[src/rtl/sync_debounce.sv]
// sync_debounce
//
// Glitch filter that sits directly behind a bit synchronizer in the same
// clock domain. A new input level must be seen on STABLE_CYCLES consecutive
// dest_clk edges before the debounced output follows it. If the old level
// returns before that, the attempt is counted as a rejected glitch.
//
// Parameters:
//   STABLE_CYCLES  consecutive new-level samples needed to accept (1..65535)
//   RESET_LEVEL    D_out level and stable state after reset
//   GLITCH_W       width of the saturating glitch counter
//
// Ports:
//   dest_clk    clock, same domain as the upstream synchronizer
//   rstn        asynchronous active-low reset
//   D_in        already-synchronized input bit
//   clr_glitch  synchronous clear of glitch_cnt (wins over an increment)
//   D_out       registered debounced level
//   rise_pulse  one-cycle pulse after D_out goes 0->1
//   fall_pulse  one-cycle pulse after D_out goes 1->0
//   glitch_cnt  saturating count of aborted qualifications

module sync_debounce #(
    parameter int unsigned STABLE_CYCLES = 16,
    parameter bit          RESET_LEVEL   = 1'b0,
    parameter int unsigned GLITCH_W      = 8
) (
    input  logic                dest_clk,
    input  logic                rstn,
    input  logic                D_in,
    input  logic                clr_glitch,
    output logic                D_out,
    output logic                rise_pulse,
    output logic                fall_pulse,
    output logic [GLITCH_W-1:0] glitch_cnt
);

    localparam int unsigned CNT_W = $clog2(STABLE_CYCLES + 1);

    // Counter value on the edge before acceptance: when the counter already
    // holds STABLE_CYCLES-1 samples, the current sample is the last one needed.
    localparam logic [CNT_W-1:0] LAST_CNT = CNT_W'(STABLE_CYCLES - 1);

    typedef enum logic [1:0] {
        STABLE_LO,
        QUAL_HI,
        STABLE_HI,
        QUAL_LO
    } state_t;

    localparam state_t RESET_STATE = RESET_LEVEL ? STABLE_HI : STABLE_LO;

    state_t           state;
    logic [CNT_W-1:0] cnt;
    logic             abort;

    // A qualification is aborted when the old level reappears before the
    // new level has been accepted.
    assign abort = ((state == QUAL_HI) && !D_in) || ((state == QUAL_LO) && D_in);

    always_ff @(posedge dest_clk or negedge rstn) begin
        if (!rstn) begin
            state      <= RESET_STATE;
            cnt        <= '0;
            D_out      <= RESET_LEVEL;
            rise_pulse <= 1'b0;
            fall_pulse <= 1'b0;
            glitch_cnt <= '0;
        end else begin
            rise_pulse <= 1'b0;
            fall_pulse <= 1'b0;

            if (clr_glitch) begin
                glitch_cnt <= '0;
            end else if (abort && (glitch_cnt != {GLITCH_W{1'b1}})) begin
                glitch_cnt <= glitch_cnt + GLITCH_W'(1);
            end

            unique case (state)
                STABLE_LO: begin
                    cnt <= '0;
                    if (D_in) begin
                        // With a one-sample window the first new-level
                        // sample is already the accepting one.
                        if (STABLE_CYCLES == 1) begin
                            state      <= STABLE_HI;
                            D_out      <= 1'b1;
                            rise_pulse <= 1'b1;
                        end else begin
                            state <= QUAL_HI;
                            cnt   <= CNT_W'(1);
                        end
                    end
                end

                QUAL_HI: begin
                    if (D_in) begin
                        if (cnt == LAST_CNT) begin
                            state      <= STABLE_HI;
                            D_out      <= 1'b1;
                            rise_pulse <= 1'b1;
                            cnt        <= '0;
                        end else begin
                            cnt <= cnt + CNT_W'(1);
                        end
                    end else begin
                        state <= STABLE_LO;
                        cnt   <= '0;
                    end
                end

                STABLE_HI: begin
                    cnt <= '0;
                    if (!D_in) begin
                        if (STABLE_CYCLES == 1) begin
                            state      <= STABLE_LO;
                            D_out      <= 1'b0;
                            fall_pulse <= 1'b1;
                        end else begin
                            state <= QUAL_LO;
                            cnt   <= CNT_W'(1);
                        end
                    end
                end

                QUAL_LO: begin
                    if (!D_in) begin
                        if (cnt == LAST_CNT) begin
                            state      <= STABLE_LO;
                            D_out      <= 1'b0;
                            fall_pulse <= 1'b1;
                            cnt        <= '0;
                        end else begin
                            cnt <= cnt + CNT_W'(1);
                        end
                    end else begin
                        state <= STABLE_HI;
                        cnt   <= '0;
                    end
                end

                default: begin
                    state <= RESET_STATE;
                    cnt   <= '0;
                end
            endcase
        end
    end

    // The qualification counter never reaches the acceptance threshold;
    // acceptance happens on the edge that would have taken it there.
    cnt_in_range: assert property (@(posedge dest_clk) disable iff (!rstn)
        32'(cnt) < STABLE_CYCLES);

    pulses_exclusive: assert property (@(posedge dest_clk) disable iff (!rstn)
        !(rise_pulse && fall_pulse));

endmodule

[config.mk]
export PLATFORM = sky130hd
export DESIGN_NAME = sync_debounce
export DESIGN_NICKNAME = d
export VERILOG_FILES = /design/src/rtl/sync_debounce.sv
export SDC_FILE = /design/constraint.sdc
export NUM_CORES = 1
export LEC_CHECK = 0
export CAP_MARGIN = 15
export CORE_UTILIZATION = 50
export DETAILED_ROUTE_END_ITERATION = 6
export PLACE_DENSITY = 0.83
export REMOVE_ABC_BUFFERS = 1
export SYNTH_ARGS = -nofsm -noshare
export SYNTH_HDL_FRONTEND = slang
export SYNTH_SLANG_ARGS = --single-unit
[constraint.sdc]
create_clock -name dest_clk -period 1.8 [get_ports dest_clk]
set_input_delay 0.54 -clock dest_clk [delete_from_list [all_inputs] [get_ports dest_clk]]
set_output_delay 0.54 -clock dest_clk [all_outputs]
set_load 0.05 [all_outputs]
== Word level (Yosys, flattened, before mapping) ==
Index checks and enable logic that the tools add are counted.
Word-level totals
  register bits: 18
  latch bits: 0
  RAM bits: 0
  memory bits (read-only): 0
  bits of input ports: 4
  output and inout port bits: 11
  logic and storage cells: 56
  memories: 0
Cells by class
  $add $sub $neg: 2
  $mul: 0
  div/mod/pow operators: 0
  order comparisons: 0
  equal/unequal tests: 13
  shifts and indexed selects: 0
  mux-type cells: 25
  bitwise gates (word level): 0
  reduce and logical (&&, ||, !) cells: 10
Operators by type and width (number)
  case mux 5 bit (4 select lines): 1
  two-way mux 8 bit: 2
  two-way mux 5 bit: 3
  two-way mux 2 bit: 6
  two-way mux 1 bit: 11
  adder 8 x 1 -> 8 bit, second input constant: 1
  inequality test 2 bit, second input constant: 4
  inequality test 8 bit, second input constant: 1
  case mux 2 bit (4 select lines): 1
  inequality test 3 x 2 -> 1 bit, second input constant: 2
  adder 5 x 1 -> 5 bit, second input constant: 1
  == test 5 x 4 -> 1 bit, second input constant: 1
  AND reduction 5 bit: 1
  == test 2 bit, second input constant: 2
  inequality test 2 x 1 -> 1 bit, second input constant: 2
  AND reduction 4 bit: 1
  nonzero test 2 bit: 2
  logical AND 1 bit: 3
  == test 2 x 1 -> 1 bit, second input constant: 1
  zero test 2 bit: 1
  case mux 1 bit (2 select lines): 1
  zero test 1 bit: 1
  logical OR 1 bit: 1

== Depth between registers and ports, before layout ==
Gate-level depths: netlist (run 1).
  depth after elaboration: 6
  gate-level depth with buffers: 5
  gate-level depth less buffers: 5

== Worst setup path after synthesis (run 1) ==
Ideal clock, no wire load.
  path kind: register to register
  start point: register glitch_cnt[0]
  end point: register glitch_cnt[5]
  library setup time: 0.078 ns
  arrival: 1.780 ns
  data required time: 1.722 ns
  slack: -0.058 ns
  cell stages (with the launch flop): 6
  path buffers: 0
  clock period less this slack: 1.858 ns
  cell sequence: dfrtp_1 -> ha_1 -> inv_1 -> o311ai_4 -> or4_1 -> a21oi_1
Between the ends
  longest elaborated chain between the ends: 3
  elaborated cells on any way between the ends: 6
  those cells by class: 1 x add/sub; 1 x eq/ne; 2 x mux; 2 x reduce/logical
Ends and longest elaborated chain
  start: declaration: line 35  | output logic [GLITCH_W-1:0] glitch_cnt
  start signal: assignment: line 76  | glitch_cnt <= glitch_cnt + GLITCH_W'(1);
  adder 8 x 1 -> 8 bit / inequality test 8 bit (equally long branches): line 76, 75
  two-way mux 8 bit / logical AND 1 bit (equally long branches): line 75  | end else if (abort && (glitch_cnt != {GLITCH_W{1'b1}})) begin
  two-way mux 8 bit / nonzero test 2 bit (equally long branches)
Parallel ways exist; a longest one is shown, timed or not. The select of a mux whose other input is x is not followed.
A chain may end at the register's enable or synchronous reset.

== Worst setup path in the final report (run 1) ==
  start point: input port D_in
  end point: register glitch_cnt[5]
Between the ends
  longest elaborated chain between the ends: 5
  elaborated cells on any way between the ends: 6
  those cells by class: 6 x reduce/logical
Ends and longest elaborated chain
  start: declaration: line 30  | input logic D_in,
  zero test 1 bit
  logical AND 1 bit: line 59  | assign abort = ((state == QUAL_HI) && !D_in) || ((state == QUAL_LO) && D_in);
  logical OR 1 bit *: line 59
  logical AND 1 bit *: line 75
  nonzero test 2 bit (no line) *
Mark *: on every way between the ends. The rest lies on a longest branch, timed or not.

==> key figures, run 1 <==
Logic synthesis
  • Yosys top cell area share: 0.524
  • Cell taking the most area after synthesis: dfrtp_1
  • Area contributors post-synth: dfrtp_1, nor2_1, nand3_1
  • Top FF cell, synth: dfrtp_1
  • Flops & latches, synth: 18
  • Ys async rst share: 1.00
  • Synth Instances: 76
  • Syn Area/Cell: between 10 and 15 um^2
  • Syn. warnings: 0
  • Post-synth EDFFs: 0
  • Synth unique cells: 29
  • Post-Syn Area: approximately 860 um^2
  • Sequential share of the synthesized area: 0.524

Critical path
  • CP endpoint kind: register
  • Reg2Reg Launch Point: glitch_cnt[0]$_DFFE_PN0P_
  • Reg2Reg Depth: 5
  • Top Family by Delay on Critical Path: simple AND/OR/NAND/NOR gates
  • R2R Setup Slk: between 0.15 and 0.2 ns
  • CP max stage cell: or4_1
  • CP Data Arrival Time: about 1.9 ns
  • R2R Path End: glitch_cnt[5]$_DFFE_PN0P_
  • Critical Path Fanout Max: 7
  • Critical path class: in -> reg
  • CP peak stage delay: 0.51 ns
  • Crit path required time: approximately 2 ns
  • Worst Path Buf+Inv: 1
  • Startpoint type of the worst setup path: input port
  • CP cell instances: dlygate4sd2_1, xnor2_4, o311ai_4, or4_1, a21oi_1

GRT
  • Vias in the first global route: 677
  • Total gr overflow: 0
  • Met1 usage: 0.275
  • GR Layer Usage met2: 0.324
  • GRT Util Overall: 0.205
  • Met3 usage: 0.0417
  • Antenna violations before repair: 0
  • Busiest grt layer: met2
  • Largest net degree at the start of global routing: 19
  • First-pass GRT wire length: roughly 2900 um

Routing
  • DRC Markers: 2
  • DR vias: 670
  • First-iteration detailed-routing DRC count: 8
  • Post-Route WL: between 1500 and 2000 um
  • Vias/cell: 5.68
  • First-pass detailed-route iteration total: 6
  • Post-route ant nets: 0
  • Routed WL per cell: about 14 um

Power
  • Pleak: between 0.5 and 0.6 nW
  • Sw Ratio: 0.267
  • Combinational Power Share: 0.169
  • NetSw: just over 0.0002 W
  • Overall power: about 0.00076 W
  • Worst IR Drop VDD: between 0.4 and 0.5 mV
  • Clock power frac: 0.263
  • Total power density per cell area: 637 nW/um^2
  • Seq pwr share: 0.568
  • Cell-internal power: 0.000559 W

Placement
  • GPL Wtd Cong: between 0.8 and 0.9
  • Buffers added on ports: 14
  • HPWL after DPL: around 1300 um

STA
  • Setup Skew: between 0.0015 and 0.002 ns
  • Final Hold Fails: 0
  • Setup Viol. Count Final: 0
  • Slew headroom: 0.771
  • RSZ-0062 raised after global routing: no
  • Fin crit share: 0.922
  • Fin. max-slew vios: 0
  • Worst slew pin tran: 0.342 ns
  • Hold Slack: ~0.51 ns
  • FMAX: 0.603 GHz
  • Tmin final: 1.66 ns

Min path
  • Hold Startpoint: cnt[4]$_DFF_PN0_
  • Worst Hold Class: reg -> reg
  • Hold path endpoint: cnt[4]$_DFF_PN0_
  • Hold path cells: 2

Floorplan
  • Die ar.: 1890 um^2
  • Initial Utilization: 0.551
  • Core Footprint: 1560 um^2
  • Chip height: between 40 and 50 um
  • Die X: roughly 43 um
  • IO Pins: 15
  • Row cnt: 14

Status
  • Status: finished, violations left
  • Failing checks: DRC

Finish
  • Nets: 110
  • Diode count: 0
  • Share of post-route cells with drive strength above 1: 0.265
  • Layout area overhead: 39.3%

Clock network
  • Resized cells post-CTS: 1
  • CTS Hold Buffers Added: 0
  • TritonCTS clock tree: yes
  • Buffer depth of the longest clock path: 2
  • # Post-CTS Setup Buffers: 0
  • Clock Latency Late Sink: a little under 0.3 ns
  • CTS Sinks: 18
  • Num CTS Buffers: 3
  • Root Driver: clkbuf_4
  • Worst-path clk slew: about 0.10 ns
  • H-tree levels: 1

Run
  • Max_cap viols: 0
==> per-stage QoR <==
stage          area [um^2]  TNS [ns]  cells   util  setup WS (ns)
3_3_place_gp          1180     -1.73    115  0.754         -0.338
3_5_place_dp          1180     -2.09    115  0.754         -0.409
5_1_grt               1200         0    118  0.768         0.0459
2_1_floorplan          856    -0.180     75      -        -0.0576
6_report              1200         0    118  0.768          0.141
4_1_cts               1200         0    118  0.768          0.136
==> kinds of logic after synthesis <==
kind of cell | Yosys count | share of synthesized area
AND/OR/NAND/NOR | 33 | 0.208
multiplexers | 3 | 0.0364
flip-flops | 18 | 0.524
adder cells (fa/ha/maj) | 2 | 0.0291
buffers and inverters | 2 | 0.00873
AO/OA/AOI/OAI | 13 | 0.121
XOR/XNOR | 5 | 0.0728
==> sequential cells by signal, summed over array words and instances, names as in the netlist, named ones only <==
register and count:
fall_pulse 1, rise_pulse 1, glitch_cnt 8, D_out 1, state 1, cnt 5
==> cells in the mapped netlist, drive strengths merged (3+ instances only) <==
master	n
dfrtp	18
nand2	3
nor2	9
xor2	3
nand3	6
a21oi	4
==> worst reg2reg max path, cell delays in order, from the launching register on <==
cell and delay [ns]:
dfrtp_1 0.39, ha_1 0.24, inv_1 0.10, o311ai_4 0.14
or4_1 0.51, a21oi_1 0.17
==> worst max-delay path by stage <==
| stage | start | endpoint | slack, ns | cells after the start |
|---|---|---|---|---|
| 5_1_grt | D_in | glitch_cnt[5]$_DFFE_PN0P_ | 0.05 | 5 |
| 3_5_place_dp | D_in | glitch_cnt[5]$_DFFE_PN0P_ | -0.41 | 5 |
| 4_1_cts | D_in | glitch_cnt[5]$_DFFE_PN0P_ | 0.14 | 5 |
| 3_3_place_gp | D_in | glitch_cnt[5]$_DFFE_PN0P_ | -0.34 | 5 |
| 6_report | D_in | glitch_cnt[5]$_DFFE_PN0P_ | 0.14 | 5 |
| 2_1_floorplan | glitch_cnt[0]$_DFFE_PN0P_ | glitch_cnt[5]$_DFFE_PN0P_ | -0.06 | 5 |
==> cell usage in the layout (no fill, tap or decap), types with 2 or more instances in the layout <==
| cell type | count |
|---|---|
| clkdlybuf4s50_1 | 2 |
| nand2b_1 | 2 |
| nand3_1 | 6 |
| nor3b_1 | 2 |
| clkbuf_4 | 3 |
| and2_1 | 2 |
| or4_1 | 2 |
| nand2_1 | 3 |
| mux2i_1 | 2 |
| nand4_1 | 2 |
| o21ai_0 | 2 |
| xor2_1 | 3 |
| buf_12 | 9 |
| buf_4 | 12 |
| a21oi_1 | 4 |
| ha_1 | 2 |
| dfrtp_1 | 18 |
| o31ai_1 | 2 |
| or3_1 | 2 |
| nor2_1 | 9 |
==> power groups by stage <==
| stage | Clock, W | Sequential, W | Combinational [W] |
|---|---|---|---|
| 2_1_floorplan | 0 | 0.000458 | 0.0000432 |
| 3_3_place_gp | 0 | 0.000440 | 0.000127 |
| 4_1_cts | 0.000207 | 0.000433 | 0.000131 |
| 5_1_grt | 0.000222 | 0.000435 | 0.000140 |
| 6_report | 0.000201 | 0.000433 | 0.000129 |
| 3_5_place_dp | 0 | 0.000441 | 0.000131 |
==> layout make-up <==
type                    instances  area, um^2
fillers                        99         362
well taps                      16        20.0
clock buffers                   3        22.5
multi-input cells              56         402
inverters                       1        3.75
repair buffers                 24         299
flip-flops and latches         18         450
==> routing by layer <==
| metal | part of all wire | vias to the layer above |
|---|---|---|
| met5 | 0 | - |
| met4 | 0.013 | 0 |
| met3 | 0.030 | 2 |
| met2 | 0.47 | 12 |
| met1 | 0.48 | 320 |
| li1 | - | 336 |
Power figures use the tool's default switching activity.
==> run 2, diff against run 1 <==
Settings changed: REMOVE_ABC_BUFFERS 1 to default.
==> run 2 against run 1 <==
The run now ends clean. Die area stayed put. Worst setup slack better by 0.041 ns. First-iteration DRC count is 100% higher. Critical path depth stayed put. Sequential power hardly changed. Clock power is 23% higher. Largest power group unchanged. Highest routed layer unchanged.
==> key figures, run 2 (synthesized netlist as in run 1, its figures left out) <==
Critical path
  • CP max stage cell: or4_1
  • CP cell instances: ha_1, inv_1, o311ai_4, or4_1, a21oi_1
  • Top Family by Delay on Critical Path: simple AND/OR/NAND/NOR gates
  • Crit path required time: about 2 ns
  • CP Data Arrival Time: 1.85 ns
  • Worst Path Buf+Inv: 1
  • Critical path class: reg -> reg
  • CP peak stage delay: ~0.5 ns
  • CP endpoint kind: register
  • Startpoint type of the worst setup path: register
  • Critical Path Fanout Max: 7

Power
  • Worst IR Drop VDD: 0.503 mV
  • Pleak: 0.534 nW
  • Total power density per cell area: between 600 and 700 nW/um^2

Placement
  • HPWL after DPL: between 1000 and 1500 um
  • Pre-CTS setup slack: -0.370 ns
  • Buffers added on ports: 14
  • GPL Wtd Cong: around 0.86
  • DP Area: between 1000 and 1500 um^2

Routing
  • First-pass detailed-route iteration total: 4
  • First-iteration detailed-routing DRC count: 16
  • Vias/cell: 5.86
  • DR vias: 686
  • Post-route ant nets: 0
  • Post-Route WL: between 1500 and 2000 um
  • Routed WL per cell: 14.5 um
  • DRC Markers: 0

Clock network
  • H-tree levels: 1
  • TritonCTS clock tree: yes
  • # Post-CTS Setup Buffers: 0
  • Buffer depth of the longest clock path: 2
  • Root Driver: clkbuf_4
  • CTS Sinks: 18
  • Num CTS Buffers: 3
  • CTS Hold Buffers Added: 0
  • Clock Latency Late Sink: ~0.30 ns
  • Worst-path clk slew: roughly 0.10 ns

STA
  • Final Hold Fails: 0
  • Slew headroom: 0.777
  • FMAX: 0.618 GHz
  • Setup WS post-layout: 0.182 ns
  • Fin crit share: 0.899
  • Hold Slack: about 0.5 ns
  • Fin. max-slew vios: 0
  • Worst slew pin tran: around 0.33 ns
  • Setup Viol. Count Final: 0
  • Tmin final: 1.62 ns
  • RSZ-0062 raised after global routing: no
  • Setup Skew: approximately 0.0035 ns

Logic synthesis
  • Mapped Nets: just over 80

Finish
  • Most common cell after layout, fill and taps aside: dfrtp_1
  • Diode count: 0
  • Top reg by flops: glitch_cnt
  • Nets: 108
  • Max reg flops: 8
  • Share of post-route cells with drive strength above 1: 0.287
  • Final-layout fill cell count: 105
  • Layout area overhead: 39.6%
  • Final Cell Area: around 1200 um^2
  • Most frequent cells in the layout: dfrtp_1, buf_4, nor2_1, buf_12, nand3_1
  • Largest regs: glitch_cnt x8, cnt x5

Floorplan
  • Die X: around 43 um
  • Chip height: about 43 um
  • IO Pins: 15
  • Die ar.: between 1500 and 2000 um^2
  • Initial Utilization: 0.551
  • Row cnt: 14
  • Core Footprint: 1560 um^2

GRT
  • First-pass GRT wire length: between 2000 and 3000 um
  • GRT Util Overall: 0.221
  • Largest net degree at the start of global routing: 19
  • Vias in the first global route: between 600 and 700
  • Antenna violations before repair: 0
  • Total gr overflow: 0

Status
  • Status: completed

Run
  • Max_cap viols: 0

Min path
  • Worst Hold Class: reg -> reg
[run 2: timing repair]
| item | CTS | global route |
|---|---|---|
| gates resized for setup | 1 | 0 |
| endpoints found under the setup margin | 2 | 0 |
| endpoints found under the hold margin | 0 | 0 |
[run 2: cell type report]
class / instances / area [um^2] / share of cell area
Tap cell: 16 / 20.0 / 0.0167
Timing Repair Buffer: 22 / 284 / 0.237
Sequential cell: 18 / 454 / 0.379
Inverter: 1 / 3.75 / 0.00313
Clock buffer: 4 / 36.3 / 0.0302
Multi-Input combinational cell: 56 / 402 / 0.335
[run 2: worst register-to-register path: stages, from the launching register on]
cell	delay (ns)
dfrtp_2	0.42
ha_1	0.24
inv_1	0.10
o311ai_4	0.14
or4_1	0.49
a21oi_1	0.16
[run 2: power by group]
part	switching [W]	internal (W)
sequential	0.0000158	0.000419
clock	0.000124	0.000124
combinational	0.0000664	0.0000620
total	0.000206	0.000604
[run 2: through the flow]
step / setup TNS [ns] / instances / util / power, W
floorplan: 0 / 76 / - / 0.000505
global placement: -1.74 / 113 / 0.747 / 0.000568
detailed placement: -2.03 / 113 / 0.747 / 0.000573
CTS: 0 / 117 / 0.770 / 0.000824
global route: 0 / 117 / 0.770 / 0.000844
finish: 0 / 117 / 0.770 / 0.000811
[run 2: metal layers]
metal,up-vias,part of all wire,track usage
met5,-,0,0
met4,0,0.029,0.156
met3,4,0.055,0.0667
met2,19,0.51,0.342
met1,336,0.41,0.262
li1,327,-,-
[run 2: path summary, 6_finish.rpt]
kind / endpoint / from / depth (start not counted) / slack, ns
max: glitch_cnt[5]$_DFFE_PN0P_ / glitch_cnt[0]$_DFFE_PN0P_ / 5 / 0.18
min: cnt[4]$_DFF_PN0_ / cnt[4]$_DFF_PN0_ / 2 / 0.50
max reg2reg: glitch_cnt[5]$_DFFE_PN0P_ / glitch_cnt[0]$_DFFE_PN0P_ / 5 / 0.18
min reg2reg: cnt[4]$_DFF_PN0_ / cnt[4]$_DFF_PN0_ / 2 / 0.50
max in group asynchronous: glitch_cnt[2]$_DFFE_PN0P_ / rstn / 2 / 1.03
min in group asynchronous: cnt[4]$_DFF_PN0_ / rstn / 2 / 0.57
